--- config.mk ---
export PLATFORM = sky130hd
export DESIGN_NAME = debounce_multi
export DESIGN_NICKNAME = d
export VERILOG_FILES = /design/src/rtl/debounce_pkg.sv /design/src/rtl/debounce_ch.sv /design/src/rtl/debounce_multi.sv
export SDC_FILE = /design/constraint.sdc
export NUM_CORES = 1
export LEC_CHECK = 0
export BUFFER_PORTS_ARGS = -buffer_cell sky130_fd_sc_hd__buf_2
export CORE_UTILIZATION = 30
export CTS_CLUSTER_SIZE = 25
export DETAILED_ROUTE_END_ITERATION = 7
export PLACE_DENSITY = 0.46
export RECOVER_POWER = 25
export SETUP_SLACK_MARGIN = 0.4
export SKIP_CTS_REPAIR_TIMING = 1
export SYNTH_ARGS = -nofsm -noshare
export SYNTH_HDL_FRONTEND = slang
export SYNTH_HIERARCHICAL = 1
export SYNTH_SLANG_ARGS = --single-unit
--- constraint.sdc ---
create_clock -name clk -period 4.95 [get_ports clk]
set_input_delay 0.2475 -clock clk [delete_from_list [all_inputs] [get_ports clk]]
set_output_delay 0.2475 -clock clk [all_outputs]
set_load 0.05 [all_outputs]
--- src/rtl/debounce_pkg.sv ---
`default_nettype none
// ============================================================================
// Module      : debounce_pkg
// Description : Shared types and default timing constants for the
//               multi-channel debouncer (state encoding, 100 MHz defaults).
// Revision    : 1.0 - initial release
// ============================================================================
package debounce_pkg;

  // Per-channel debounce state; the debounced level is 1 in ST_HIGH/ST_FALL.
  typedef enum logic [1:0] {
    ST_LOW  = 2'd0,
    ST_RISE = 2'd1,
    ST_HIGH = 2'd2,
    ST_FALL = 2'd3
  } db_state_t;

  // 2 ms acceptance window at 100 MHz.
  localparam int unsigned C_DEFAULT_THRESH      = 200_000;
  // 0.5 s long-press window at 100 MHz.
  localparam int unsigned C_DEFAULT_HOLD_THRESH = 50_000_000;

endpackage : debounce_pkg
`default_nettype wire

--- src/rtl/debounce_ch.sv ---
`default_nettype none
// ============================================================================
// Module      : debounce_ch
// Description : One debounce channel: two-flop synchroniser, four-state
//               acceptance FSM with stability counter, registered level and
//               press/release strobes, optional long-press strobe.
//               Long-press logic is built only when DEBOUNCE_LONG_PRESS_EN
//               is defined; otherwise long_press is tied low.
// Revision    : 1.0 - initial release
// ============================================================================
module debounce_ch
  import debounce_pkg::*;
#(
  parameter int unsigned CNT_WIDTH   = 18,
  parameter int unsigned THRESH      = C_DEFAULT_THRESH,
  parameter int unsigned HOLD_WIDTH  = 26,
  parameter int unsigned HOLD_THRESH = C_DEFAULT_HOLD_THRESH
) (
  input  logic clk,
  input  logic rst,
  input  logic btn,
  output logic db_out,
  output logic rise_pulse,
  output logic fall_pulse,
  output logic long_press
);

  localparam logic [CNT_WIDTH-1:0] C_CNT_LAST = CNT_WIDTH'(THRESH - 1);
  localparam logic [CNT_WIDTH-1:0] C_CNT_ONE  = CNT_WIDTH'(1);

  logic                 r_s0;
  logic                 r_s1;
  db_state_t            r_state;
  logic [CNT_WIDTH-1:0] r_cnt;
  logic                 r_db;
  logic                 r_rise;
  logic                 r_fall;
  logic                 w_level;

  // Bring the asynchronous pin into the clock domain.
  always_ff @(posedge clk) begin
    if (rst) begin
      r_s0 <= 1'b0;
      r_s1 <= 1'b0;
    end else begin
      r_s0 <= btn;
      r_s1 <= r_s0;
    end
  end

  // Accepted level as implied by the current state.
  assign w_level = (r_state == ST_HIGH) || (r_state == ST_FALL);

  // Acceptance FSM plus registered level and edge strobes derived from it.
  always_ff @(posedge clk) begin
    if (rst) begin
      r_state <= ST_LOW;
      r_cnt   <= '0;
      r_db    <= 1'b0;
      r_rise  <= 1'b0;
      r_fall  <= 1'b0;
    end else begin
      r_db   <= w_level;
      r_rise <= w_level & ~r_db;
      r_fall <= ~w_level & r_db;
      case (r_state)
        ST_LOW: begin
          if (r_s1) begin
            r_state <= ST_RISE;
            r_cnt   <= C_CNT_ONE;
          end else begin
            r_cnt <= '0;
          end
        end
        ST_RISE: begin
          if (!r_s1) begin
            r_state <= ST_LOW;
            r_cnt   <= '0;
          end else if (r_cnt == C_CNT_LAST) begin
            r_state <= ST_HIGH;
            r_cnt   <= '0;
          end else begin
            r_cnt <= r_cnt + 1'b1;
          end
        end
        ST_HIGH: begin
          if (!r_s1) begin
            r_state <= ST_FALL;
            r_cnt   <= C_CNT_ONE;
          end else begin
            r_cnt <= '0;
          end
        end
        ST_FALL: begin
          if (r_s1) begin
            r_state <= ST_HIGH;
            r_cnt   <= '0;
          end else if (r_cnt == C_CNT_LAST) begin
            r_state <= ST_LOW;
            r_cnt   <= '0;
          end else begin
            r_cnt <= r_cnt + 1'b1;
          end
        end
        default: begin
          r_state <= ST_LOW;
          r_cnt   <= '0;
        end
      endcase
    end
  end

  assign db_out     = r_db;
  assign rise_pulse = r_rise;
  assign fall_pulse = r_fall;

`ifdef DEBOUNCE_LONG_PRESS_EN
  localparam logic [HOLD_WIDTH-1:0] C_HOLD_LAST = HOLD_WIDTH'(HOLD_THRESH - 1);
  localparam logic [HOLD_WIDTH-1:0] C_HOLD_MAX  = HOLD_WIDTH'(HOLD_THRESH);

  logic [HOLD_WIDTH-1:0] r_hold;
  logic                  r_long;

  // Count cycles of accepted high; strobe once on reaching the threshold,
  // then park at the threshold until release re-arms the counter.
  always_ff @(posedge clk) begin
    if (rst || !r_db) begin
      r_hold <= '0;
      r_long <= 1'b0;
    end else begin
      r_long <= (r_hold == C_HOLD_LAST);
      if (r_hold != C_HOLD_MAX) begin
        r_hold <= r_hold + 1'b1;
      end
    end
  end

  assign long_press = r_long;
`else
  // Feature not built; the hold parameters only appear here so the
  // parameter list stays identical across both builds.
  assign long_press = 1'b0 && (HOLD_WIDTH > 0) && (HOLD_THRESH > 0);
`endif

endmodule : debounce_ch
`default_nettype wire

--- src/rtl/debounce_multi.sv ---
`default_nettype none
// ============================================================================
// Module      : debounce_multi
// Description : N independent debounce channels, each giving a clean level
//               and single-cycle press/release strobes. Long-press strobes
//               are available when DEBOUNCE_LONG_PRESS_EN is defined.
// Revision    : 1.0 - initial release
// ============================================================================
module debounce_multi
  import debounce_pkg::*;
#(
  parameter int unsigned N_CH        = 4,
  parameter int unsigned CNT_WIDTH   = 18,
  parameter int unsigned THRESH      = C_DEFAULT_THRESH,
  parameter int unsigned HOLD_WIDTH  = 26,
  parameter int unsigned HOLD_THRESH = C_DEFAULT_HOLD_THRESH
) (
  input  logic            clk,
  input  logic            rst,
  input  logic [N_CH-1:0] btn,
  output logic [N_CH-1:0] db_out,
  output logic [N_CH-1:0] rise_pulse,
  output logic [N_CH-1:0] fall_pulse,
  output logic [N_CH-1:0] long_press
);

  // One fully independent channel per input bit.
  for (genvar i = 0; i < N_CH; i++) begin : g_ch
    debounce_ch #(
      .CNT_WIDTH  (CNT_WIDTH),
      .THRESH     (THRESH),
      .HOLD_WIDTH (HOLD_WIDTH),
      .HOLD_THRESH(HOLD_THRESH)
    ) u_ch (
      .clk       (clk),
      .rst       (rst),
      .btn       (btn[i]),
      .db_out    (db_out[i]),
      .rise_pulse(rise_pulse[i]),
      .fall_pulse(fall_pulse[i]),
      .long_press(long_press[i])
    );
  end

endmodule : debounce_multi
`default_nettype wire
==> metrics, run 1 <==
final hold viol count 0; sequential share of power 0.552; Buf+Inv Stages, Crit Path 0; Slew Limit Headroom 0.128; clk_skew about 8.5 ps; Post-synth top cells dfxtp_1 (100), nor2_1 (71), xnor2_1 (41), inv_1 (24), nand3_1 (23); Post-DP HPWL 5500 microns; Wirelength per Cell around 12 microns; Setup Crit Path Kind flop to flop; P_sw between 0.0003 and 0.0004 W; Syn Area/Cell just over 9 sq um; Clk Latency, worst-skew pair 350 ps; routability congestion estimate 0.785; GRT Util Overall 0.120; CTS Buffer Depth 2; crit path launch type flop; WL final just over 8000 microns; synthesis-to-layout area growth 11.8%; I/O pins 22; sum of negative setup slack 0 ps; clock-pin slew of the registers on the worst-case setup and hold paths approximately 70 ps; failing checks DRC; CTS tree yes; Yosys cell types 45; Synth top area share 0.471; first-pass GRT wire length around 14000 microns; Antenna Cells 0; CP Data Arrival Time between 2000 and 2500 ps; Initial Util 0.307; Via Count roughly 3200; Worst Reg-to-Reg Cells 4; min-delay worst type input port to flop; Tmin final around 2300 ps; Setup crit end kind flop; CTS Sinks 100; Cells on Worst Hold Path 2; Int Pwr 0.00115 W; Final ANT Viol Nets 0; Post-synth EDFFs 0; count leader, synth dfxtp_1; Top FF cell, synth dfxtp_1; largest net degree at the start of global routing 30; Power Density ~310 nW/um^2; synthesized flop and latch total 100; RSZ-0062 raised after global routing no; Die Span X about 120 microns; Floorplan Core Area approximately 14000 sq um; Levels on crit path 4; IO Port Bufs 17; Synth async-reset ratio 0; crit path setup slack, layout around 2700 ps; Final nets 490; antenna violations before repair 0; crit-path max FO 17; Final Max Tran Viols 0; drt first-iter violations around 150; Static Leak roughly 1.4 nW; worst IR drop on VDD about 0.00013 V; Die ar. about 15000 sq um; mapped cell area roughly 4200 sq um; Final Cycle Share 0.463; total chip power ~0.0015 W; Fmax around 0.44 GHz; layout cell share with drive strength beyond 1 0.0849; Crit-path slowest cell o311ai_4; Crit path required time roughly 5000 ps; Ys Warns 6; Worst-Margin Slew ~1300 ps; crit-path cells or4b_1 > or4_4 > o311ai_4 > a21oi_1; H-tree depth 3; clock buffer count from CTS 9; max-cap violation count 0; largest area contributor in the netlist dfxtp_1; DRC Markers 2; R2R Setup Slk between 2000 and 3000 ps; Gate Count Post-Synth ~460; Crit path largest cell delay between 600 and 700 ps; CP delay by family, top simple AND/OR/NAND/NOR gates; GRT Residual Overflow 0; Die Ht 121 microns; sw frac 0.217; # setup viols final 0; post-synthesis sequential area ratio 0.471; DRT Pass-1 Iters 6; status complete, but fails checks; syn_nets around 470; clock root cell clkbuf_16; top post-synthesis cells by area dfxtp_1 (47%), xnor2_1 (8.5%), nor2_1 (6.3%); Place WS roughly 2700 ps; Clock Power Share 0.434; # rows 43; Gate power share 0.014; vias per cell 4.78; vias in the first global route just under 3000
-- cell usage in the layout (no fill, tap or decap), types with 3 or more instances in the layout --
cell and count:
clkbuf_1 9, and3_1 5, nand4_1 21, nor3_1 17, nor3b_1 5, nor2_1 71
o21ai_0 4, dfxtp_1 100, clkinvlp_4 4, or4_1 5, nor4_1 19, nor4b_1 4
nand2_1 14, buf_2 8, o31ai_1 5, or3_1 3, clkbuf_16 9, or4_4 5
nand3_1 23, xor2_1 17, xnor2_1 41, nand3b_1 4, inv_1 24, a211oi_1 3
a21oi_1 12, ha_1 4, conb_1 4, nand2b_1 7, nor2b_1 8
-- cell type report --
class	instances	area (sq um)
Fill cell	1410	9080
Multi-Input combinational cell	327	2090
Sequential cell	100	2000
Clock buffer	9	225
Tap cell	180	225
Inverter	24	90.1
Timing Repair Buffer	18	81.3
Clock inverter	5	38.8
-- registers in the layout, indices dropped and copies added (netlist names), named ones only --
register and flops:
g_ch.u_ch/rise_pulse 4, g_ch.u_ch/r_state 4, g_ch.u_ch/db_out 4, g_ch.u_ch/r_s0 4
g_ch.u_ch/r_s1 4, g_ch.u_ch/r_cnt 72, g_ch.u_ch/fall_pulse 4
-- per-layer routing --
metal	up-vias	global-route usage	wire (microns)	part of all wire
li1	1639	-	-	-
met1	1484	0.155	4180	0.52
met2	39	0.181	3500	0.43
met3	9	0.0381	296	0.037
met4	0	0.0579	82	0.010
met5	-	0	0	0
-- through the flow --
| stage | utilization | cells | hold WS [ps] | area [sq um] |
|---|---|---|---|---|
| after floorplan | - | 463 | 314 | 4250 |
| after global placement | 0.325 | 649 | 416 | 4500 |
| after detailed placement | 0.325 | 649 | 428 | 4500 |
| after CTS | 0.344 | 663 | 93.9 | 4760 |
| after global routing | 0.343 | 663 | 110 | 4750 |
| final | 0.343 | 663 | 116 | 4750 |
-- path summary, 6_finish.rpt --
| kind | start | to |
|---|---|---|
| worst max-delay path | g_ch[0].u_ch/r_cnt[12] | g_ch[0].u_ch/r_cnt[17] |
| worst min-delay path | btn[3] | g_ch[3].u_ch/r_s0 |
| worst max register to register | g_ch[0].u_ch/r_cnt[12] | g_ch[0].u_ch/r_cnt[17] |
| worst min register to register | g_ch[1].u_ch/db_out | g_ch[1].u_ch/rise_pulse |
-- power groups by stage --
stage	clock network, W	logic [W]	registers [W]
after floorplan	0	0.0000163	0.000830
after CTS	0.000671	0.0000208	0.000812
final	0.000638	0.0000203	0.000812
after detailed placement	0	0.0000208	0.000831
after global routing	0.000695	0.0000225	0.000812
after global placement	0	0.0000204	0.000831
-- logic make-up (layout without fill, tap and decap cells) --
group	Yosys count	in the layout	synth area share
AND/OR/NAND/NOR	228	228	0.302
adder cells (fa/ha/maj)	4	4	0.0118
multiplexers	2	2	0.00471
flip-flops	100	100	0.471
buffers and inverters	36	56	0.0371
other	4	4	0.00353
AO/OA/AOI/OAI	31	31	0.0501
XOR/XNOR	58	58	0.120
Note: power is estimated with default switching activity, not from simulation.
==> inputs of run 2 (changes only) <==
PLACE_DENSITY = 0.47   (was 0.46)
clock period = 1.9 ns   (was 4.95 ns; I/O delays follow)
==> metrics, run 2 (same netlist as run 1, synthesis figures left out) <==
Crit path required time 2140 ps (-3000 ps); DRT Pass-1 Iters 4 (-2); Via Count 3488 (+10%); # rows 43 (unchanged); Setup crit end kind flop; clock buffer count from CTS 9 (unchanged); Slew Limit Headroom 0.521 (+0.393); synthesis-to-layout area growth 42.5%; final hold viol count 2 (+2); WHS -12.9 ps (-128 ps); Setup Crit Path Kind flop to flop; CP Data Arrival Time 2320 ps (-170 ps); commonest non-fill, non-tap cell in the layout dfxtp_1; IO Port Bufs 17 (unchanged); Final Cycle Share 1.09 (+0.630); status complete, but fails checks; top routing layer in use met4; Die ar. 14600 sq um (unchanged); Antenna Cells 0 (unchanged); Final Max Tran Viols 0 (unchanged); CTS tree yes; Floorplan Core Area 13800 sq um (unchanged); DRC Markers 0 (-2); antenna violations before repair 0 (unchanged); GRT Util Overall 0.123 (+0.00243); wire length on met2 4600 microns (+32%); crit-path cells or4b_4 > or4_4 > or4_4 > and3_4; final core occ 0.438 (+0.0940); H-tree depth 3 (unchanged); routability congestion estimate 0.745 (-5.1%); max-cap violation count 0 (unchanged); drt first-iter violations 193 (+33%); Buf+Inv Stages, Crit Path 0 (unchanged); clock-pin slew of the registers on the worst-case setup and hold paths 70 ps (about the same); Largest Register g_ch.u_ch/r_cnt; sum of negative setup slack -3080 ps (-3080 ps); Post-DP HPWL 5960 microns (+8.4%); CP delay by family, top simple AND/OR/NAND/NOR gates; failing checks hold timing, setup timing; DRT met1 WL 4680 microns (+12%); Final ANT Viol Nets 0 (unchanged); worst IR drop on VDD 0.000462 V (+250%); Die Span X 121 microns (unchanged); Static Leak 1.91 nW (+37%); WL final 9710 microns (+21%); crit path launch type flop; Post-DP Area 4870 sq um (+8.4%); Worst-Margin Slew 718 ps (-590 ps); clock root cell clkbuf_16; met3 WL post-DR 266 microns (-10%); max FFs per register 72 (unchanged); vias per cell 4.80 (+0.45%); Initial Util 0.307 (unchanged); CTS Buffer Depth 2 (unchanged); Tmin final 2080 ps (-217 ps); Clk Latency, worst-skew pair 350 ps (about the same); CTS Sinks 100 (unchanged); Crit path largest cell delay 520 ps (-110 ps); RSZ-0062 raised after global routing yes; crit path setup slack, layout -177 ps (-2830 ps); fillers 1302 (-7.7%); layout cell share with drive strength beyond 1 0.396 (+0.311); GRT Residual Overflow 0 (unchanged); Die Ht 121 microns (unchanged); Wirelength per Cell 13.4 microns (+10%); most used cell, CP or4_4; clk_skew 7.71 ps (-0.814 ps); first-pass GRT wire length 14300 microns (+3.3%); Crit-path slowest cell or4b_4; I/O pins 22 (unchanged); min-delay worst type input port to flop; crit-path max FO 3 (-14); Final nets 551 (+12%); Power Density 640 nW/um^2 (+110%); vias in the first global route 3127 (+5.6%); largest net degree at the start of global routing 18 (-40%); most frequent cells in the layout dfxtp_1 (72), buf_4 (46), xnor2_1 (41); Fmax 0.481 GHz (+10%); # setup viols final 20 (+20); Finished Cell Area 6050 sq um (+27%)
-- run 2: changes by cell type in the layout (fill, tap and decap cells not counted), moves of 21 or more --
| cell | change |
|---|---|
| buf_4 | +45 |
| dfxtp_1 | -28 |
| dfxtp_4 | +21 |
| nor2_1 | -35 |
| nor2_4 | +32 |
-- run 2: path summary, 6_finish.rpt --
kind | from | endpoint | slack, ps | cells past startpoint
min | btn[3] | g_ch[3].u_ch/r_s0 | -10 | 2
max | g_ch[0].u_ch/r_cnt[9] | g_ch[0].u_ch/r_cnt[0] | -180 | 4
max reg2reg | g_ch[0].u_ch/r_cnt[9] | g_ch[0].u_ch/r_cnt[0] | -180 | 4
min reg2reg | g_ch[3].u_ch/db_out | g_ch[3].u_ch/rise_pulse | 430 | 1
-- run 2: layout make-up --
cell class                      count  area [sq um]  area share
Clock buffer                        9           225      0.0372
Clock inverter                      7          50.0     0.00827
Inverter                           24          90.1      0.0149
Multi-Input combinational cell    327          2690       0.445
Sequential cell                   100          2090       0.345
Tap cell                          180           225      0.0372
Timing Repair Buffer               79           677       0.112
-- run 2: per-stage QoR --
| step | total power, W | std cells | hold slack (ps) | worst slack, ps |
|---|---|---|---|---|
| CTS | 0.00395 | 696 | -41.5 | -216 |
| floorplan | 0.00220 | 463 | 162 | -159 |
| detailed placement | 0.00221 | 680 | 332 | -199 |
| global route | 0.00403 | 726 | 1.80 | -207 |
| finish | 0.00387 | 726 | -12.9 | -177 |
| global placement | 0.00221 | 680 | 329 | -185 |
-- run 2: power by group --
part,switching (W),internal [W],total (W)
clock network,0.000828,0.000893,0.00172
registers,0.00000995,0.00208,0.00209
logic,0.0000416,0.0000234,0.0000650
-- run 2: metal layers --
layer | GRT usage | up-vias
li1 | - | 1764
met1 | 0.159 | 1671
met2 | 0.192 | 39
met3 | 0.0273 | 14
met4 | 0.0625 | 0
met5 | 0 | -
==> inputs of run 3 (changes only) <==
RECOVER_POWER = 100   (was 25)
==> metrics, run 3 (same netlist as run 1, synthesis figures left out) <==
# setup viols final 20 (unchanged); Die Span X 121 microns (unchanged); routability congestion estimate 0.745 (unchanged); Floorplan Core Area 13800 sq um (unchanged); Crit path required time 2140 ps (about the same); Post-DP HPWL 5960 microns (unchanged); vias in the first global route 3127 (unchanged); Tmin final 2080 ps (+0.00200 ps); Fmax 0.481 GHz (about the same); grt peak-use layer met2; sum of negative setup slack -3080 ps (-0.610 ps); Final ANT Viol Nets 0 (unchanged); synthesis-to-layout area growth 39.4%; Setup crit end kind flop; dpl cells 680 (unchanged); Die Ht 121 microns (unchanged); commonest non-fill, non-tap cell in the layout dfxtp_1; antenna violations before repair 0 (unchanged); clock-pin slew of the registers on the worst-case setup and hold paths 70 ps (about the same); crit-path cells or4b_4 > or4_4 > or4_4 > and3_4; crit path launch type flop; Setup Crit Path Kind flop to flop; GRT Util Overall 0.123 (unchanged); crit-path max FO 3 (unchanged); Crit-path slowest cell or4b_4; CP Data Arrival Time 2320 ps (about the same); Worst-Margin Slew 721 ps (+2.41 ps); Die ar. 14600 sq um (unchanged); Final Cycle Share 1.09 (about the same); Place WS -199 ps (unchanged); drt first-iter violations 204 (+5.7%); clock root cell clkbuf_16; largest net degree at the start of global routing 18 (unchanged); status complete, but fails checks; Final Max Tran Viols 0 (unchanged); Largest Register g_ch.u_ch/r_cnt; Power Density 655 nW/um^2 (+2.3%); first-pass GRT wire length 14300 microns (unchanged); most used cell, CP or4_4; clk_skew 7.72 ps (+0.0140 ps); CTS Buffer Depth 2 (unchanged); Crit path largest cell delay 520 ps (about the same); layout cell share with drive strength beyond 1 0.370 (-0.0256); # rows 43 (unchanged); vias per cell 4.82 (+0.37%); Final nets 551 (unchanged); final hold viol count 2 (unchanged); crit path setup slack, layout -177 ps (-0.00200 ps); CTS tree yes; I/O pins 22 (unchanged); GRT Residual Overflow 0 (unchanged); met2 Use GR 0.192 (unchanged); DRT Pass-1 Iters 4 (unchanged); most frequent cells in the layout dfxtp_1 (72), buf_4 (43), xnor2_1 (41); final core occ 0.428 (-0.00950); WL final 9770 microns (+0.58%); IO Port Bufs 17 (unchanged); fillers 1325 (+1.8%); CTS Sinks 100 (unchanged); min-delay worst type input port to flop; Initial Util 0.307 (unchanged); Antenna Cells 0 (unchanged); Clk Latency, worst-skew pair 350 ps (about the same); WHS -11.0 ps (+1.85 ps); max FFs per register 72 (unchanged); max-cap violation count 0 (unchanged); Wirelength per Cell 13.5 microns (+0.58%); Finished Layout Cells 726 (unchanged); Static Leak 1.80 nW (-6.1%); GRT met3 Usage 0.0273 (unchanged); met1 usage 0.159 (unchanged); clock buffer count from CTS 9 (unchanged); failing checks hold timing, setup timing; DRC Markers 0 (unchanged); Via Count 3501 (+0.37%); worst IR drop on VDD 0.000446 V (-3.6%); H-tree depth 3 (unchanged); RSZ-0062 raised after global routing yes; Slew Limit Headroom 0.520 (-0.00161)
-- run 3: worst paths after layout --
kind | startpoint | endpoint | slack, ps | cells past startpoint
worst max-delay path | g_ch[0].u_ch/r_cnt[9] | g_ch[0].u_ch/r_cnt[0] | -180 | 4
worst min-delay path | btn[3] | g_ch[3].u_ch/r_s0 | -10 | 2
worst max register to register | g_ch[0].u_ch/r_cnt[9] | g_ch[0].u_ch/r_cnt[0] | -180 | 4
worst min register to register | g_ch[3].u_ch/db_out | g_ch[3].u_ch/rise_pulse | 430 | 1
-- run 3: area by class of cell --
| class | count | area, sq um | share of cell area |
|---|---|---|---|
| inverter | 24 | 90.1 | 0.0152 |
| sequential | 100 | 2080 | 0.352 |
| tap | 180 | 225 | 0.0381 |
| multi-input combinational | 327 | 2630 | 0.445 |
| clock buffer | 9 | 225 | 0.0381 |
| timing repair buffer | 79 | 609 | 0.103 |
| clock inverter | 7 | 50.0 | 0.00846 |
-- run 3: per-layer routing --
| metal | vias up | wire length, microns |
|---|---|---|
| li1 | 1766 | - |
| met1 | 1682 | 4740 |
| met2 | 39 | 4600 |
| met3 | 14 | 267 |
| met4 | 0 | 155 |
| met5 | - | 0 |
-- run 3: power by group --
| group | total (W) | switching (W) | internal (W) | leakage, nW |
|---|---|---|---|---|
| clock network | 0.00172 | 0.000828 | 0.000893 | 0.130 |
| logic | 0.0000636 | 0.0000410 | 0.0000226 | 0.840 |
| registers | 0.00209 | 0.00000993 | 0.00208 | 0.827 |
| total | 0.00388 | 0.000879 | 0.00300 | 1.80 |
-- run 3: worst max-delay path, delay by kind of cell, from the launching register on --
family	cells	cell delay, ps
flops	1	320
simple gates	4	1650
-- run 3: metrics by stage --
step / hold WS, ps / power (W) / instance area [sq um]
2_1_floorplan: 162 / 0.00220 / 4400
3_3_place_gp: 329 / 0.00221 / 4870
3_5_place_dp: 332 / 0.00221 / 4870
4_1_cts: -41.5 / 0.00395 / 5150
5_1_grt: 1.80 / 0.00403 / 5920
6_report: -11.0 / 0.00388 / 5920
